===== src/rtl/deconv_kernel_sram_sequencer_pkg.sv =====
// rtl/deconv_kernel_sram_sequencer_pkg.sv - shared types and defaults for the deconvolution-kernel SRAM sequencer
package deconv_kernel_sram_sequencer_pkg;

    // Defaults match the 4k-SRAM kernel estimator build
    localparam int DEF_DATA_WIDTH = 16;
    localparam int DEF_ADDR_WIDTH = 12;
    localparam int DEF_DEPTH      = 2048;
    localparam int DEF_CNT_WIDTH  = 12;

    // dout_sel / internal SRAM select encoding
    localparam logic DOUT_SEL_MAG   = 1'b0;
    localparam logic DOUT_SEL_PHASE = 1'b1;

    typedef enum logic [2:0] {
        ST_IDLE     = 3'd0,
        ST_CLEAR    = 3'd1,
        ST_CAPTURE  = 3'd2,
        ST_CAPTURED = 3'd3,
        ST_PRIME    = 3'd4,
        ST_PRESENT  = 3'd5,
        ST_WAIT     = 3'd6
    } seq_state_t;

    // True while an SRAM is held in debug/read mode
    function automatic logic is_reading(seq_state_t s);
        return (s == ST_PRIME) || (s == ST_PRESENT) || (s == ST_WAIT);
    endfunction

endpackage


===== src/rtl/deconv_kernel_sram_sequencer_readout_port.sv =====
// rtl/deconv_kernel_sram_sequencer_readout_port.sv - shared read engine: rd_cnt, word presentation and read-pointer pulses
module deconv_kernel_sram_readout_port
    import deconv_kernel_sram_sequencer_pkg::*;
#(
    parameter int DATA_WIDTH = DEF_DATA_WIDTH,
    parameter int CNT_WIDTH  = DEF_CNT_WIDTH
) (
    input  logic                  clk,
    input  logic                  rst_n,
    input  seq_state_t            state_i,
    input  logic                  sel_i,
    input  logic [CNT_WIDTH-1:0]  mag_cnt_i,
    input  logic [CNT_WIDTH-1:0]  phase_cnt_i,
    input  logic [DATA_WIDTH-1:0] mag_rdata_i,
    input  logic [DATA_WIDTH-1:0] phase_rdata_i,
    input  logic                  dout_ready_i,
    output logic                  dout_valid_o,
    output logic [DATA_WIDTH-1:0] dout_data_o,
    output logic                  dout_last_o,
    output logic                  xfer_o,
    output logic                  sram_end_o,
    output logic                  mag_read_trig_o,
    output logic                  phase_read_trig_o
);

    logic [CNT_WIDTH-1:0] rd_cnt_q, rd_cnt_d;
    logic [CNT_WIDTH-1:0] cur_cnt;
    logic                 at_end;
    logic                 mag_trig_q, phase_trig_q;

    // Present the selected SRAM word and detect the final word of that SRAM
    always_comb begin
        cur_cnt      = (sel_i == DOUT_SEL_PHASE) ? phase_cnt_i : mag_cnt_i;
        at_end       = (rd_cnt_q == cur_cnt - CNT_WIDTH'(1));
        dout_valid_o = (state_i == ST_PRESENT);
        dout_data_o  = '0;
        if (dout_valid_o) begin
            dout_data_o = (sel_i == DOUT_SEL_PHASE) ? phase_rdata_i : mag_rdata_i;
        end
        // Phase is always read last; mag is last only when phase holds nothing
        dout_last_o  = dout_valid_o && at_end &&
                       ((sel_i == DOUT_SEL_PHASE) || (phase_cnt_i == '0));
        xfer_o       = dout_valid_o && dout_ready_i;
        sram_end_o   = xfer_o && at_end;
        rd_cnt_d     = rd_cnt_q;
        // Any state outside PRESENT/WAIT restarts the word count, so PRIME always begins at 0
        if ((state_i != ST_PRESENT) && (state_i != ST_WAIT)) begin
            rd_cnt_d = '0;
        end else if (xfer_o) begin
            rd_cnt_d = rd_cnt_q + CNT_WIDTH'(1);
        end
    end

    // Word counter and one-cycle read-pointer advance after each accepted word
    always_ff @(posedge clk) begin
        if (!rst_n) begin
            rd_cnt_q     <= '0;
            mag_trig_q   <= 1'b0;
            phase_trig_q <= 1'b0;
        end else begin
            rd_cnt_q     <= rd_cnt_d;
            mag_trig_q   <= xfer_o && (sel_i == DOUT_SEL_MAG);
            phase_trig_q <= xfer_o && (sel_i == DOUT_SEL_PHASE);
        end
    end

    assign mag_read_trig_o   = mag_trig_q;
    assign phase_read_trig_o = phase_trig_q;

endmodule


===== src/rtl/deconv_kernel_sram_sequencer.sv =====
// rtl/deconv_kernel_sram_sequencer.sv - capture and debug-dump controller for the magnitude/phase kernel SRAMs
module deconv_kernel_sram_sequencer
    import deconv_kernel_sram_sequencer_pkg::*;
#(
    parameter int DATA_WIDTH = DEF_DATA_WIDTH,
    parameter int ADDR_WIDTH = DEF_ADDR_WIDTH,
    parameter int DEPTH      = DEF_DEPTH,
    parameter int CNT_WIDTH  = DEF_CNT_WIDTH
) (
    input  logic                  clk,
    input  logic                  rst_n,
    input  logic                  start,
    input  logic                  est_valid,
    input  logic                  est_is_phase,
    input  logic [DATA_WIDTH-1:0] est_data,
    input  logic                  est_done,
    input  logic                  dump_req,
    output logic                  sram_rst_n,
    output logic                  mag_wen,
    output logic                  phase_wen,
    output logic [DATA_WIDTH-1:0] sram_wdata,
    output logic                  mag_debug,
    output logic                  phase_debug,
    output logic                  mag_read_trig,
    output logic                  phase_read_trig,
    input  logic [DATA_WIDTH-1:0] mag_rdata,
    input  logic [DATA_WIDTH-1:0] phase_rdata,
    output logic                  dout_valid,
    input  logic                  dout_ready,
    output logic [DATA_WIDTH-1:0] dout_data,
    output logic                  dout_sel,
    output logic                  dout_last,
    output logic                  busy,
    output logic                  captured,
    output logic                  overflow
);

    if (((1 << CNT_WIDTH) <= DEPTH) || ((1 << ADDR_WIDTH) < DEPTH)) begin : g_bad_params
        $error("deconv_kernel_sram_sequencer: counter or address too narrow for DEPTH");
    end

    localparam logic [CNT_WIDTH-1:0] DEPTH_C = CNT_WIDTH'(DEPTH);

    seq_state_t            state_q, state_d;
    logic                  sel_q, sel_d;
    logic [CNT_WIDTH-1:0]  mag_cnt_q, phase_cnt_q;
    logic                  overflow_q;
    logic                  mag_wen_q, phase_wen_q;
    logic [DATA_WIDTH-1:0] sram_wdata_q;
    logic                  sram_rst_n_q;
    logic                  mag_debug_q, phase_debug_q;
    logic                  busy_q, captured_q;
    logic                  xfer, sram_end;

    deconv_kernel_sram_readout_port #(
        .DATA_WIDTH (DATA_WIDTH),
        .CNT_WIDTH  (CNT_WIDTH)
    ) u_readout (
        .clk               (clk),
        .rst_n             (rst_n),
        .state_i           (state_q),
        .sel_i             (sel_q),
        .mag_cnt_i         (mag_cnt_q),
        .phase_cnt_i       (phase_cnt_q),
        .mag_rdata_i       (mag_rdata),
        .phase_rdata_i     (phase_rdata),
        .dout_ready_i      (dout_ready),
        .dout_valid_o      (dout_valid),
        .dout_data_o       (dout_data),
        .dout_last_o       (dout_last),
        .xfer_o            (xfer),
        .sram_end_o        (sram_end),
        .mag_read_trig_o   (mag_read_trig),
        .phase_read_trig_o (phase_read_trig)
    );

    // Next state and SRAM select
    always_comb begin
        state_d = state_q;
        sel_d   = sel_q;
        case (state_q)
            ST_IDLE: begin
                if (start) state_d = ST_CLEAR;
            end
            ST_CLEAR: begin
                state_d = ST_CAPTURE;
            end
            ST_CAPTURE: begin
                if (est_done) state_d = ST_CAPTURED;
            end
            ST_CAPTURED: begin
                if (start) begin
                    state_d = ST_CLEAR;
                end else if (dump_req) begin
                    // Magnitude is dumped first; an empty SRAM is skipped entirely
                    if (mag_cnt_q != '0) begin
                        sel_d   = DOUT_SEL_MAG;
                        state_d = ST_PRIME;
                    end else if (phase_cnt_q != '0) begin
                        sel_d   = DOUT_SEL_PHASE;
                        state_d = ST_PRIME;
                    end
                end
            end
            ST_PRIME: begin
                state_d = ST_PRESENT;
            end
            ST_PRESENT: begin
                if (sram_end) begin
                    if ((sel_q == DOUT_SEL_MAG) && (phase_cnt_q != '0)) begin
                        sel_d   = DOUT_SEL_PHASE;
                        state_d = ST_PRIME;
                    end else begin
                        state_d = ST_CAPTURED;
                    end
                end else if (xfer) begin
                    state_d = ST_WAIT;
                end
            end
            ST_WAIT: begin
                state_d = ST_PRESENT;
            end
            default: begin
                state_d = ST_IDLE;
            end
        endcase
    end

    // FSM state, capture counters and registered SRAM/status outputs
    always_ff @(posedge clk) begin
        if (!rst_n) begin
            state_q       <= ST_IDLE;
            sel_q         <= DOUT_SEL_MAG;
            mag_cnt_q     <= '0;
            phase_cnt_q   <= '0;
            overflow_q    <= 1'b0;
            mag_wen_q     <= 1'b0;
            phase_wen_q   <= 1'b0;
            sram_wdata_q  <= '0;
            sram_rst_n_q  <= 1'b0;
            mag_debug_q   <= 1'b0;
            phase_debug_q <= 1'b0;
            busy_q        <= 1'b0;
            captured_q    <= 1'b0;
        end else begin
            state_q       <= state_d;
            sel_q         <= sel_d;
            sram_rst_n_q  <= (state_d != ST_CLEAR);
            mag_debug_q   <= is_reading(state_d) && (sel_d == DOUT_SEL_MAG);
            phase_debug_q <= is_reading(state_d) && (sel_d == DOUT_SEL_PHASE);
            busy_q        <= (state_d != ST_IDLE) && (state_d != ST_CAPTURED);
            captured_q    <= (state_d == ST_CAPTURED);
            mag_wen_q     <= 1'b0;
            phase_wen_q   <= 1'b0;
            if (state_d == ST_CLEAR) begin
                mag_cnt_q   <= '0;
                phase_cnt_q <= '0;
                overflow_q  <= 1'b0;
            end
            // A full SRAM drops the word instead of wrapping its pointer
            if ((state_q == ST_CAPTURE) && est_valid) begin
                sram_wdata_q <= est_data;
                if (est_is_phase) begin
                    if (phase_cnt_q == DEPTH_C) begin
                        overflow_q <= 1'b1;
                    end else begin
                        phase_wen_q <= 1'b1;
                        phase_cnt_q <= phase_cnt_q + CNT_WIDTH'(1);
                    end
                end else begin
                    if (mag_cnt_q == DEPTH_C) begin
                        overflow_q <= 1'b1;
                    end else begin
                        mag_wen_q <= 1'b1;
                        mag_cnt_q <= mag_cnt_q + CNT_WIDTH'(1);
                    end
                end
            end
        end
    end

    assign sram_rst_n  = sram_rst_n_q;
    assign mag_wen     = mag_wen_q;
    assign phase_wen   = phase_wen_q;
    assign sram_wdata  = sram_wdata_q;
    assign mag_debug   = mag_debug_q;
    assign phase_debug = phase_debug_q;
    assign dout_sel    = sel_q;
    assign busy        = busy_q;
    assign captured    = captured_q;
    assign overflow    = overflow_q;

endmodule

===== config.mk =====
export PLATFORM = sky130hd
export DESIGN_NAME = deconv_kernel_sram_sequencer
export DESIGN_NICKNAME = d
export VERILOG_FILES = /design/src/rtl/deconv_kernel_sram_sequencer_pkg.sv /design/src/rtl/deconv_kernel_sram_sequencer_readout_port.sv /design/src/rtl/deconv_kernel_sram_sequencer.sv
export SDC_FILE = /design/constraint.sdc
export NUM_CORES = 1
export LEC_CHECK = 0
export CAP_MARGIN = 20
export CORE_UTILIZATION = 49
export DETAILED_ROUTE_END_ITERATION = 12
export GPL_ROUTABILITY_DRIVEN = 0
export PLACE_DENSITY = 0.8
export SLEW_MARGIN = 20
export SYNTH_ARGS = -nofsm -noshare
export SYNTH_HDL_FRONTEND = slang
export SYNTH_HIERARCHICAL = 1
export SYNTH_SLANG_ARGS = --single-unit

===== constraint.sdc =====
create_clock -name clk -period 5.6 [get_ports clk]
set_input_delay 1.12 -clock clk [delete_from_list [all_inputs] [get_ports clk]]
set_output_delay 1.12 -clock clk [all_outputs]
set_load 0.05 [all_outputs]

==> results of run 1 <==
[placed cells by master, fill, tap and decap left out, drive strengths merged, types with 2 or more instances in the layout]
| cell | netlist | final |
|---|---|---|
| ha | 6 | 6 |
| nand2b | 5 | 5 |
| a22o | 2 | 2 |
| a21oi | 25 | 25 |
| a211oi | 3 | 3 |
| or3 | 8 | 8 |
| o21a | 2 | 2 |
| clkbuf | 13 | 10 |
| inv | 13 | 14 |
| nor4 | 4 | 4 |
| xnor2 | 16 | 16 |
| o31ai | 3 | 3 |
| or2 | 4 | 4 |
| nor3 | 9 | 9 |
| nand2 | 76 | 76 |
| a22oi | 2 | 2 |
| nor4b | 4 | 4 |
| nand3b | 4 | 4 |
| nand4 | 8 | 8 |
| dfxtp | 66 | 66 |
| o21ai | 24 | 24 |
| mux2i | 30 | 30 |
| and2 | 6 | 6 |
| and3 | 4 | 4 |
| nor2 | 61 | 61 |
| or3b | 2 | 2 |
| bufinv | 0 | 4 |
| nand3 | 16 | 16 |
| a31oi | 19 | 19 |
| buf | 12 | 4 |
| clkdlybuf4s50 | 0 | 100 |
| a311oi | 4 | 4 |
| a41oi | 2 | 2 |
| o22ai | 5 | 5 |
| nand4b | 2 | 2 |
| or4 | 3 | 3 |
| xor2 | 11 | 11 |
[where the power goes]
| group | switching [mW] | internal (mW) | total [mW] |
|---|---|---|---|
| Sequential | 0.00957 | 0.479 | 0.489 |
| Clock | 0.187 | 0.343 | 0.530 |
| Combinational | 0.0906 | 0.0731 | 0.164 |
[registers in the layout, indices dropped and copies added (netlist names), 3 cells and up]
name	count
sram_wdata	16
phase_cnt_q	12
u_readout/rd_cnt_q	12
state_q	3
mag_cnt_q	12
[metrics by stage]
| stage | util [%] | std cells |
|---|---|---|
| 6_report | 67.4 | 689 |
| 4_1_cts | 67.4 | 689 |
| 2_1_floorplan | - | 492 |
| 3_3_place_gp | 63.9 | 673 |
| 5_1_grt | 67.4 | 689 |
| 3_5_place_dp | 63.9 | 673 |
[area by class of cell]
type	instances	area share, %
multi-input cells	388	46.0
flip-flops and latches	66	25.5
repair buffers	104	19.9
clock inverters	6	2.66
clock buffers	10	2.46
well taps	102	2.46
inverters	13	0.942
[worst max-delay path by stage]
stage / startpoint / endpoint / slack [ns] / cells past startpoint
finish: dout_sel / dout_last / 0.57 / 7
global placement: dout_sel / dout_last / 1.03 / 7
floorplan: dout_sel / dout_last / 0.25 / 12
CTS: dout_sel / dout_last / 0.57 / 7
global route: dout_sel / dout_last / 0.39 / 9
detailed placement: dout_sel / dout_last / 0.94 / 7
[routing by layer]
| metal | routed length, um | up-vias |
|---|---|---|
| met1 | 4530 | 1838 |
| met5 | 0 | - |
| met2 | 5180 | 159 |
| li1 | - | 1926 |
| met4 | 205 | 0 |
| met3 | 757 | 17 |
[logic make-up (layout without fill, tap and decap cells)]
logic type      count (synthesis)  count (layout)  share of synthesized area, %
xor+xnor                       27              27                          6.09
simple gates                  224             224                          28.8
buf+inv                        38             133                          4.83
mux                            31              31                          8.02
flops                          66              66                          34.0
fa+ha+maj                       6               6                          1.93
compound gates                100             100                          16.3
[tightest hold or removal path: cells and delay by family, from the launching register on]
kind,cells,cell delay (ns)
and+or+nand+nor,1,0.05
AOI/OAI and AO/OA,1,0.05
DFF,1,0.31
==> flow_summary.json, run 1 <==
{
  "drive_gt1_share_pct": 6.81,
  "synth_top_area_cell": "dfxtp_1",
  "drv_cap": 0,
  "numCtsBuffers": 9,
  "power_mw": 1.18,
  "critPathBufInv": 2,
  "syn_inst": 492,
  "gr-usage-all-layers_pct": 26.3,
  "cp-start-kind": "flip-flop",
  "finalSetupTns_ns": 0,
  "slew_violations": 0,
  "path_clk_slew_ns": 0.08,
  "vias": 3940,
  "final_cell_area_um2": 5180,
  "synth-edff-count": 0,
  "synth_top_area_share_pct": 34.0,
  "place_worst_setup_slack_ns": 0.943,
  "synth.area.top_cells": "dfxtp_1 (34%), mux2i_1 (7.7%), nand2_1 (7.1%)",
  "ys_seq_elements": 66,
  "multi_input_area_um2": 2380,
  "setup_violations": 0,
  "grt_pass1_vias": 3722,
  "post_cts_resized": 0,
  "relSlewSlack_pct": 36.1,
  "grt.met3_usage_pct": 5.19,
  "yosysMostFrequentCell": "nand2_1",
  "min_period_ns": 5.03,
  "cp.required_ns": 4.48,
  "cts_buffer_depth": 2,
  "synth_fp_nets": 554,
  "die_area_um2": 8280,
  "root_buffer": "clkbuf_8",
  "yosys.cell_types.count": 67,
  "busiest_layer": "met2",
  "holdBufCountCts": 0,
  "p_leak_nw": 1.70,
  "ys_seq_area_share_pct": 34.0,
  "synth-main-ff-cell": "dfxtp_1",
  "htree_num_levels": 3,
  "worstSetupPathType": "flip-flop to output port",
  "layout-area-overhead-vs-synth_pct": 33.4,
  "grt_max_degree": 43,
  "die_y_um": 91.0,
  "first_pass_iters": 5,
  "timing.fmax_ghz": 0.199,
  "critPathMaxFanout": 42,
  "period_share_pct": 89.8,
  "worst_slack_ns": 0.571,
  "use_met1_pct": 32.3,
  "rsz0062_at_grt": "no",
  "wl_um": 10700,
  "ys_warn_count": 6,
  "syn_area_um2": 3880,
  "crit_family": "buffers and inverters",
  "holdWs_ns": 0.458,
  "diodes": 0,
  "placedInstanceArea_um2": 4910,
  "vdd_drop_max_v": 0.000166,
  "hold_path_startpoint": "sram_wdata[10]",
  "dr.first_iter.drc_count": 379,
  "chipWidth_um": 91.0,
  "avgSynthCellArea_um2": 7.89,
  "antenna_found_initial": 0,
  "path_cells": "buf_4, or4b_4, a222oi_1, a31oi_1, or4_4, nor4_4, clkdlybuf4s50_1",
  "overflow": 0,
  "outcome": "completed",
  "hold_path_depth": 2,
  "arrival_ns": 3.91,
  "hold_end": "sram_wdata[10]",
  "post-cts-setup-buffers": 0,
  "synth_commonest_cells": "nand2_1 (73), dfxtp_1 (66), nor2_1 (61)",
  "cp_slowest_cell": "clkdlybuf4s50_1",
  "cts_tree": "done",
  "post_drt_wl_per_cell_um": 15.5,
  "setup.worst_path.end_class": "output port",
  "port_buffers": 100,
  "hold_class": "flip-flop to flip-flop",
  "nets": 644,
  "io_pins": 101,
  "reg2regPathDepth": 10,
  "power-per-cell-area_nw_per_um2": 229,
  "drc_errors": 0,
  "ant_nets": 0,
  "via_per_inst": 5.72,
  "max_stage_delay_ns": 0.84,
  "cts_sinks": 66,
  "fillers": 616,
  "synthArstFlopShare_pct": 0,
  "rows": 32,
  "clock_latency_ns": 0.34,
  "finClkSkew_ns": 0.0115,
  "grtUsageMet2_pct": 45.2,
  "register_area_um2": 1320,
  "dp_hpwl_um": 7720,
  "timing.rr.start": "dout_sel",
  "start_util_pct": 50.5,
  "rrSetupSlack_ns": 1.65,
  "timing.rr.end": "busy",
  "coreArea_um2": 7690,
  "worst_pin_slew_ns": 0.957,
  "grt_first_pass_wirelength_um": 17500,
  "finalHoldViolCount": 0
}
Power figures use the tool's default switching activity.
==> run 2, diff against run 1 <==
- CORE_ASPECT_RATIO: not set -> 0.7
==> run 2 against run 1 <==
Sequential share of layout area decreased by 0.39 points. Largest cell class unchanged. Register-to-register slack got worse by 0.37 ns. Clock power increased by 25%. Largest power group unchanged. Clock skew decreased by 0.0043 ns.
==> flow_summary.json, run 2 (synthesis gave the netlist of run 1 again) <==
{
  "power-per-cell-area_nw_per_um2": 251,
  "die_y_um": 76.5,
  "vias": 3981,
  "critPathMaxFanout": 36,
  "diodes": 0,
  "final_common_cell": "clkdlybuf4s50_1",
  "swShare_pct": 24.9,
  "slew_violations": 0,
  "cp-start-kind": "flip-flop",
  "grt_first_pass_wirelength_um": 18300,
  "overflow": 0,
  "drv_cap": 0,
  "nets": 644,
  "worst_pin_slew_ns": 0.937,
  "rsz0062_at_grt": "no",
  "post_drt_wl_per_cell_um": 16.1,
  "layout-area-overhead-vs-synth_pct": 35.4,
  "holdBufCountCts": 0,
  "numCtsBuffers": 9,
  "cts_tree": "done",
  "worstSetupPathType": "flip-flop to output port",
  "gr-usage-all-layers_pct": 27.8,
  "cp.required_ns": 4.48,
  "drc_errors": 0,
  "post_cts_resized": 0,
  "arrival_ns": 4.07,
  "critPathBufInv": 2,
  "coreArea_um2": 7480,
  "io_pins": 101,
  "first_pass_iters": 6,
  "chipWidth_um": 108,
  "outcome": "completed",
  "die_area_um2": 8290,
  "min_period_ns": 5.19,
  "fillers": 587,
  "drive_gt1_share_pct": 6.98,
  "finalSetupTns_ns": 0,
  "setup.worst_path.end_class": "output port",
  "dr.first_iter.drc_count": 307,
  "hold_class": "flip-flop to flip-flop",
  "vdd_drop_max_v": 0.000215,
  "p_sw_uw": 329,
  "period_share_pct": 92.7,
  "finalHoldViolCount": 0,
  "rows": 26,
  "cp_slowest_cell": "clkdlybuf4s50_1",
  "ant_nets": 0,
  "setup_violations": 0,
  "seqPwrFrac_pct": 37.1,
  "finClkSkew_ns": 0.00713,
  "htree_num_levels": 3,
  "crit_family": "buffers and inverters",
  "max_stage_delay_ns": 0.85,
  "grt_pass1_vias": 3718,
  "timing.fmax_ghz": 0.193,
  "dp_hpwl_um": 8050,
  "cts_sinks": 66,
  "path_cells": "buf_4, or4b_4, a222oi_1, a31oi_1, or4_4, nor4_4, clkdlybuf4s50_1",
  "wl_um": 11100,
  "path_clk_slew_ns": 0.06,
  "clock_latency_ns": 0.34,
  "clkPwrFrac_pct": 50.3,
  "post-cts-setup-buffers": 0,
  "port_buffers": 100,
  "antenna_found_initial": 0,
  "p_leak_nw": 1.74,
  "cts_buffer_depth": 2,
  "root_buffer": "clkbuf_16",
  "final_cell_mix": "clkdlybuf4s50_1 (100), nand2_1 (73), dfxtp_1 (65)",
  "grt_max_degree": 37,
  "comb_power_share_pct": 12.5,
  "intPower_uw": 992,
  "start_util_pct": 51.9,
  "via_per_inst": 5.81,
  "holdWs_ns": 0.455,
  "relSlewSlack_pct": 37.5,
  "largest_reg_flops": 16
}
[run 2: final timing paths]
kind	start	end	cells past startpoint	slack (ns)
hold / removal	sram_wdata[14]	sram_wdata[14]	2	0.45
setup reg to reg	dout_sel	busy	10	1.28
setup / recovery	dout_sel	dout_last	7	0.41
hold reg to reg	sram_wdata[14]	sram_wdata[14]	2	0.45
[run 2: worst register-to-register path: stages, from the launching register on]
cell and delay [ns]:
dfxtp_2 0.46, buf_4 0.48, or4b_4 0.55, a222oi_1 0.48
a31oi_1 0.17, or4_4 0.53, nor4b_2 0.47, nand3b_1 0.21
a211oi_1 0.50, mux2i_1 0.27, nor2_1 0.05
[run 2: layout make-up]
class | count | area [um^2] | area share, %
Tap cell | 98 | 123 | 2.33
Timing Repair Buffer | 104 | 1030 | 19.6
Inverter | 13 | 48.8 | 0.928
Clock buffer | 9 | 225 | 4.28
Multi-Input combinational cell | 388 | 2380 | 45.3
Clock inverter | 7 | 125 | 2.38
Sequential cell | 66 | 1320 | 25.2
[run 2: layer usage]
metal | up-vias | global-route usage (%) | wire [um] | share of wire, %
li1 | 1926 | - | - | -
met1 | 1845 | 38.3 | 4990 | 45
met2 | 190 | 41.4 | 4810 | 44
met3 | 20 | 7.61 | 1070 | 9.7
met4 | 0 | 10.0 | 176 | 1.6
met5 | - | 0 | 0 | 0
[run 2: through the flow]
stage	cell area, um^2	utilization [%]	instances	worst slack (ns)	power, mW
after floorplan	3890	-	492	0.250	0.600
after global placement	4910	65.6	669	0.928	0.661
after detailed placement	4910	65.6	669	0.853	0.664
after CTS	5260	70.3	685	0.475	1.33
after global routing	5260	70.3	685	0.308	1.37
final	5260	70.3	685	0.408	1.32
[run 2: power groups by stage]
stage	Sequential [mW]	Clock, mW	Combinational [mW]
after detailed placement	0.501	0	0.163
after CTS	0.491	0.672	0.165
after global routing	0.492	0.699	0.178
after floorplan	0.524	0	0.0760
after global placement	0.500	0	0.162
final	0.491	0.665	0.166
